### src/rtl/nand_serial_logic_unit.sv
// Bit-serial logic unit: NAND, NOT, AND, OR, NOR and XOR rebuilt from one shared
// 2-input NAND evaluator, one micro-step per clock, LSB first.
module nand_serial_logic_unit #(
  parameter int WIDTH = 8
) (
  input  logic             clk,
  input  logic             rst,
  input  logic             in_valid,
  output logic             in_ready,
  input  logic [2:0]       op,
  input  logic [WIDTH-1:0] a,
  input  logic [WIDTH-1:0] b,
  output logic             out_valid,
  input  logic             out_ready,
  output logic [WIDTH-1:0] y,
  output logic             err,
  output logic             busy
);

  localparam int BW = (WIDTH > 1) ? $clog2(WIDTH) : 1;
  localparam logic [BW-1:0] LAST_BIT = BW'(WIDTH - 1);

  localparam logic [2:0] OP_NAND = 3'd0;
  localparam logic [2:0] OP_NOT  = 3'd1;
  localparam logic [2:0] OP_AND  = 3'd2;
  localparam logic [2:0] OP_OR   = 3'd3;
  localparam logic [2:0] OP_NOR  = 3'd4;
  localparam logic [2:0] OP_XOR  = 3'd5;

  localparam logic [1:0] SRC_A  = 2'd0;
  localparam logic [1:0] SRC_B  = 2'd1;
  localparam logic [1:0] SRC_T0 = 2'd2;
  localparam logic [1:0] SRC_T1 = 2'd3;

  localparam logic [1:0] DST_T0 = 2'd0;
  localparam logic [1:0] DST_T1 = 2'd1;
  localparam logic [1:0] DST_Y  = 2'd2;

  typedef enum logic [1:0] {
    IDLE = 2'd0,
    EXEC = 2'd1,
    DONE = 2'd2
  } state_t;

  state_t           state_r, state_s;
  logic [2:0]       op_r;
  logic [WIDTH-1:0] a_r, b_r, y_r;
  logic             err_r, t0_r, t1_r;
  logic [BW-1:0]    bit_r;
  logic [1:0]       step_r;

  logic [1:0]       src_x_s, src_y_s, dst_s;
  logic             last_s, x_s, z_s, nand_s;

  // The one and only NAND evaluator in the datapath.
  function automatic logic nand2(input logic p, input logic q);
    return ~(p & q);
  endfunction

  function automatic logic pick(input logic [1:0] sel, input logic av, input logic bv,
                                input logic t0v, input logic t1v);
    case (sel)
      SRC_A:   return av;
      SRC_B:   return bv;
      SRC_T0:  return t0v;
      default: return t1v;
    endcase
  endfunction

  function automatic logic op_legal(input logic [2:0] o);
    case (o)
      OP_NAND, OP_NOT, OP_AND, OP_OR, OP_NOR, OP_XOR: return 1'b1;
      default: return 1'b0;
    endcase
  endfunction

  // Micro-program ROM: operand sources, destination and last-step flag per (op, step).
  always_comb begin
    src_x_s = SRC_A;
    src_y_s = SRC_B;
    dst_s   = DST_Y;
    last_s  = 1'b1;
    case (op_r)
      OP_NAND: begin
        src_x_s = SRC_A;
        src_y_s = SRC_B;
      end
      OP_NOT: begin
        src_x_s = SRC_A;
        src_y_s = SRC_A;
      end
      OP_AND: begin
        case (step_r)
          2'd0:    begin src_x_s = SRC_A;  src_y_s = SRC_B;  dst_s = DST_T0; last_s = 1'b0; end
          default: begin src_x_s = SRC_T0; src_y_s = SRC_T0; dst_s = DST_Y;  last_s = 1'b1; end
        endcase
      end
      OP_OR: begin
        case (step_r)
          2'd0:    begin src_x_s = SRC_A;  src_y_s = SRC_A;  dst_s = DST_T0; last_s = 1'b0; end
          2'd1:    begin src_x_s = SRC_B;  src_y_s = SRC_B;  dst_s = DST_T1; last_s = 1'b0; end
          default: begin src_x_s = SRC_T0; src_y_s = SRC_T1; dst_s = DST_Y;  last_s = 1'b1; end
        endcase
      end
      OP_NOR: begin
        case (step_r)
          2'd0:    begin src_x_s = SRC_A;  src_y_s = SRC_A;  dst_s = DST_T0; last_s = 1'b0; end
          2'd1:    begin src_x_s = SRC_B;  src_y_s = SRC_B;  dst_s = DST_T1; last_s = 1'b0; end
          2'd2:    begin src_x_s = SRC_T0; src_y_s = SRC_T1; dst_s = DST_T0; last_s = 1'b0; end
          default: begin src_x_s = SRC_T0; src_y_s = SRC_T0; dst_s = DST_Y;  last_s = 1'b1; end
        endcase
      end
      OP_XOR: begin
        case (step_r)
          2'd0:    begin src_x_s = SRC_A;  src_y_s = SRC_B;  dst_s = DST_T0; last_s = 1'b0; end
          2'd1:    begin src_x_s = SRC_A;  src_y_s = SRC_T0; dst_s = DST_T1; last_s = 1'b0; end
          2'd2:    begin src_x_s = SRC_B;  src_y_s = SRC_T0; dst_s = DST_T0; last_s = 1'b0; end
          default: begin src_x_s = SRC_T1; src_y_s = SRC_T0; dst_s = DST_Y;  last_s = 1'b1; end
        endcase
      end
      default: begin
        src_x_s = SRC_A;
        src_y_s = SRC_B;
        dst_s   = DST_Y;
        last_s  = 1'b1;
      end
    endcase
  end

  assign x_s    = pick(src_x_s, a_r[bit_r], b_r[bit_r], t0_r, t1_r);
  assign z_s    = pick(src_y_s, a_r[bit_r], b_r[bit_r], t0_r, t1_r);
  assign nand_s = nand2(x_s, z_s);

  // State register.
  always_ff @(posedge clk or posedge rst) begin
    if (rst) begin
      state_r <= IDLE;
    end else begin
      state_r <= state_s;
    end
  end

  // Next-state logic.
  always_comb begin
    state_s = state_r;
    case (state_r)
      IDLE: begin
        if (in_valid) begin
          state_s = op_legal(op) ? EXEC : DONE;
        end else begin
          state_s = IDLE;
        end
      end
      EXEC: begin
        if (last_s && (bit_r == LAST_BIT)) begin
          state_s = DONE;
        end else begin
          state_s = EXEC;
        end
      end
      DONE: begin
        if (out_ready) begin
          state_s = IDLE;
        end else begin
          state_s = DONE;
        end
      end
      default: state_s = IDLE;
    endcase
  end

  // Operand latch, scratch registers, bit/step sequencing and result bits.
  always_ff @(posedge clk or posedge rst) begin
    if (rst) begin
      op_r   <= 3'd0;
      a_r    <= {WIDTH{1'b0}};
      b_r    <= {WIDTH{1'b0}};
      y_r    <= {WIDTH{1'b0}};
      err_r  <= 1'b0;
      t0_r   <= 1'b0;
      t1_r   <= 1'b0;
      bit_r  <= {BW{1'b0}};
      step_r <= 2'd0;
    end else begin
      case (state_r)
        IDLE: begin
          if (in_valid) begin
            op_r   <= op;
            a_r    <= a;
            b_r    <= b;
            y_r    <= {WIDTH{1'b0}};
            bit_r  <= {BW{1'b0}};
            step_r <= 2'd0;
            err_r  <= ~op_legal(op);
          end
        end
        EXEC: begin
          case (dst_s)
            DST_T0:  t0_r <= nand_s;
            DST_T1:  t1_r <= nand_s;
            default: y_r[bit_r] <= nand_s;
          endcase
          if (last_s) begin
            step_r <= 2'd0;
            bit_r  <= bit_r + BW'(1'b1);
          end else begin
            step_r <= step_r + 2'd1;
          end
        end
        DONE: begin
          if (out_ready) begin
            err_r <= 1'b0;
          end
        end
        default: begin
          step_r <= 2'd0;
        end
      endcase
    end
  end

  // Handshake and status outputs decoded from the state register.
  always_comb begin
    in_ready  = 1'b0;
    out_valid = 1'b0;
    busy      = 1'b0;
    case (state_r)
      IDLE:    in_ready  = 1'b1;
      EXEC:    busy      = 1'b1;
      DONE:    out_valid = 1'b1;
      default: in_ready  = 1'b0;
    endcase
  end

  assign y   = y_r;
  assign err = err_r;

endmodule

### config.mk
export PLATFORM = sky130hd
export DESIGN_NAME = nand_serial_logic_unit
export DESIGN_NICKNAME = d
export VERILOG_FILES = /design/src/rtl/nand_serial_logic_unit.sv
export SDC_FILE = /design/constraint.sdc
export NUM_CORES = 1
export LEC_CHECK = 0
export ABC_AREA = 0
export ABC_CLOCK_PERIOD_IN_PS = 4400
export CELL_PAD_IN_SITES_DETAIL_PLACEMENT = 1
export CELL_PAD_IN_SITES_GLOBAL_PLACEMENT = 2
export CORE_MARGIN = 4
export CORE_UTILIZATION = 35
export CTS_BUF_LIST = sky130_fd_sc_hd__clkbuf_4 sky130_fd_sc_hd__clkbuf_8 sky130_fd_sc_hd__clkbuf_16
export CTS_CLUSTER_SIZE = 30
export DETAILED_ROUTE_END_ITERATION = 10
export GPL_ROUTABILITY_DRIVEN = 0
export HOLD_SLACK_MARGIN = 0.02
export PLACE_DENSITY = 0.83
export SLEW_MARGIN = 40
export SYNTH_ARGS = -nofsm -noshare
export SYNTH_HDL_FRONTEND = slang
export SYNTH_SLANG_ARGS = --single-unit
### constraint.sdc
create_clock -name clk -period 4.4 [get_ports clk]
set_clock_uncertainty 0.2 [all_clocks]
set_input_delay 1.32 -clock clk [delete_from_list [all_inputs] [get_ports clk]]
set_output_delay 1.32 -clock clk [all_outputs]
set_load 0.01 [all_outputs]
==> impl_metrics.yaml <==
outcome:
  status: "complete, no violations"
yosys:
  synth_area_leaders: "dfrtp_1, nand2_1, ha_1"
  syn_nets: 267
  synth_top_cell_area_share_pct: 43.9
  synth_area_mm2: 0.00211
  ys_seq_elements: 37
  synth_common_cells: "nand2_1, dfrtp_1, nand3_1, o21ai_0"
  ys_async_sr_fraction_pct: 100
  avgSynthCellArea_um2: 8.97
  syn-instance-count: 235
  yosysTopAreaCell: "dfrtp_1"
  synth_edf_count: 0
  synth_cell_types: 42
  synth_most_common_cell: "nand2_1"
  ys_seq_area_share_pct: 43.9
  yosysWarnings: 0
  synth-main-ff-cell: "dfrtp_1"
detailed_routing:
  vias_per_cell: 5.10
  dr.pass1.iters: 4
  wl_per_cell_um: 14.4
  postRouteWirelength_um: 4940
  drt_iter0_drc: 50
  drc_errors: 0
  vias: 1748
  ant_nets: 0
worst_setup_path:
  startpoint_type: "flop"
  path_cells: "nand2b_1, inv_1, clkdlybuf4s50_1"
  cp.arrival_ns: 2.02
  cp_max_fo: 13
  critPathLaunch: "state_r[1]"
  max_stage_delay_ns: 0.59
  r2r-start: "step_r[0]"
  crit_path_end_kind: "primary output"
  crit_family: "buffers and inverters"
  path_class: "flop to primary output"
  path_buf_inv: 2
  crit_slowest_cell: "clkdlybuf4s50_1"
  required_ns: 2.88
clock_network:
  cts.htree.levels: 2
  cts_tree: "built"
  numClockSinks: 37
  insertion_delay_ns: 0.29
  cts_buffers: 5
  cts_buffer_depth: 2
  clk_pin_slew_ns: 0.07
  post-cts-setup-buffers: 0
  hold_buffers: 0
  cts_root_buffer: "clkbuf_8"
  ctsResizeCount: 0
sta:
  max_freq_mhz: 282
  period_share_pct: 80.5
  setup_violations: 0
  setup_tns_ns: 0
  worstMarginPinSlew_ns: 0.652
  finalMaxSlewViolations: 0
  hold_viol_final: 0
  period_minus_slack_ns: 3.54
  grt_setup_unrepaired: "false"
  worst_slack_ns: 0.856
  slew_headroom_pct: 56.5
pwr:
  total_power_mw: 1.94
  intPower_mw: 1.11
  combPwrFrac_pct: 50.5
  power.switching_mw: 0.824
  pwr-share-clk_pct: 16.1
  p_per_area_mw_per_mm2: 735
  peakVddDrop_uv: 335
  p_seq_share_pct: 33.4
  swShare_pct: 42.5
  p_leak_nw: 1.19
grt:
  use_met1_pct: 18.7
  top_usage_layer: "met2"
  grt_pass1_vias: 1801
  grt_use_met3_pct: 3.27
  gr-usage-met2_pct: 25.1
  grt_usage_pct: 14.6
  grt_start_max_net_pins: 38
  antenna_found_initial: 0
  grt_pass1_wl_um: 8610
  overflow: 0
die:
  die-area_mm2: 0.00733
  core_area_mm2: 0.00589
  ios: 35
  num_rows: 28
  die-height_um: 85.6
  initial_core_util_pct: 35.8
  die_w_um: 85.6
finish:
  synthToLayoutAreaGrowth_pct: 25.0
  n_antenna_cell: 0
  final_layout_size_suffix_gt1_share_pct: 7.46
  instances_no_fill: 343
  nNetsFinal: 299
  nFillCells: 683
  fin_area_mm2: 0.00264
worst_hold_path:
  min_path_type: "flop to flop"
  min-delay-start: "b_r[0]"
placement:
  dpl-instance-area_mm2: 0.00251
  dp_slack_ns: 1.16
  dp_hpwl_um: 3620
  dp.cells: 335
  numPortBuffers: 34
flow_run:
  drv_cap: 0
## cell usage in the layout, fill, tap and decap left out, types with 2 or more instances in the layout
cell type,count
a31oi_1,2
o21ai_0,11
nand2b_1,5
o31a_1,2
buf_4,2
clkbuf_8,6
nor2_1,8
mux2i_1,8
ha_1,9
o22ai_1,2
o21ai_1,8
a21oi_1,7
mux4_2,4
nand3_1,11
inv_1,9
nor2b_1,4
nor3_1,2
or3_1,2
nand2_1,70
dfrtp_1,37
clkdlybuf4s50_1,34
## power groups by stage
stage / registers (mW) / logic, mW / clock network, mW
after floorplan: 0.592 / 0.747 / 0
after global routing: 0.680 / 1.10 / 0.343
after global placement: 0.652 / 0.974 / 0
final: 0.647 / 0.978 / 0.312
after CTS: 0.651 / 0.992 / 0.322
after detailed placement: 0.659 / 0.988 / 0
## layout make-up
class | instances | area, um^2 | area share (%)
Sequential cell | 37 | 926 | 35.1
Tap cell | 75 | 93.8 | 3.56
Timing Repair Buffer | 36 | 355 | 13.5
Clock buffer | 7 | 90.1 | 3.42
Inverter | 10 | 37.5 | 1.42
Clock inverter | 1 | 30.0 | 1.14
Multi-Input combinational cell | 177 | 1100 | 41.8
## registers in the layout, summed over array words and instances (netlist names)
| name | flops |
|---|---|
| a_r | 8 |
| b_r | 8 |
| y | 8 |
| bit_r | 3 |
| op_r | 3 |
| state_r | 2 |
| step_r | 2 |
| err | 1 |
| t0_r | 1 |
| t1_r | 1 |
## metrics by stage
stage | hold slack, ns | utilization, %
final | 0.273 | 44.8
after global routing | 0.305 | 44.8
after CTS | 0.281 | 44.7
after detailed placement | 0.264 | 42.7
after global placement | 0.257 | 42.7
after floorplan | 0.240 | -
## logic make-up (layout without fill, tap and decap cells)
logic type | Yosys count | count (layout) | share of synthesized area [%]
and+or+nand+nor | 111 | 111 | 23.5
AOI/OAI and AO/OA | 44 | 44 | 14.8
DFF | 37 | 37 | 43.9
buffers and inverters | 21 | 54 | 3.92
muxes | 12 | 12 | 8.07
adders and majority gates | 9 | 9 | 5.34
xor gates and xnor gates | 1 | 1 | 0.416
## per-layer routing
layer,wire length [um],share of wire (%)
met2,2440,49
met5,0,0
met4,46,0.93
met3,181,3.7
met1,2270,46
## worst paths after layout
kind                          end  slack, ns  depth (start not counted)
min in group asynchronous  a_r[4]       1.24                          3
hold reg to reg            b_r[0]       0.27                          2
hold / removal             b_r[0]       0.27                          2
setup reg to reg             t0_r       1.49                          8
setup / recovery             busy       0.86                          3
max in group asynchronous  a_r[7]       2.42                          3
## worst min-delay path: stages (launching register included)
cell and delay (ns):
dfrtp_1 0.34, nand2_1 0.05, nand2_1 0.05
(Power assumes the default switching activity.)
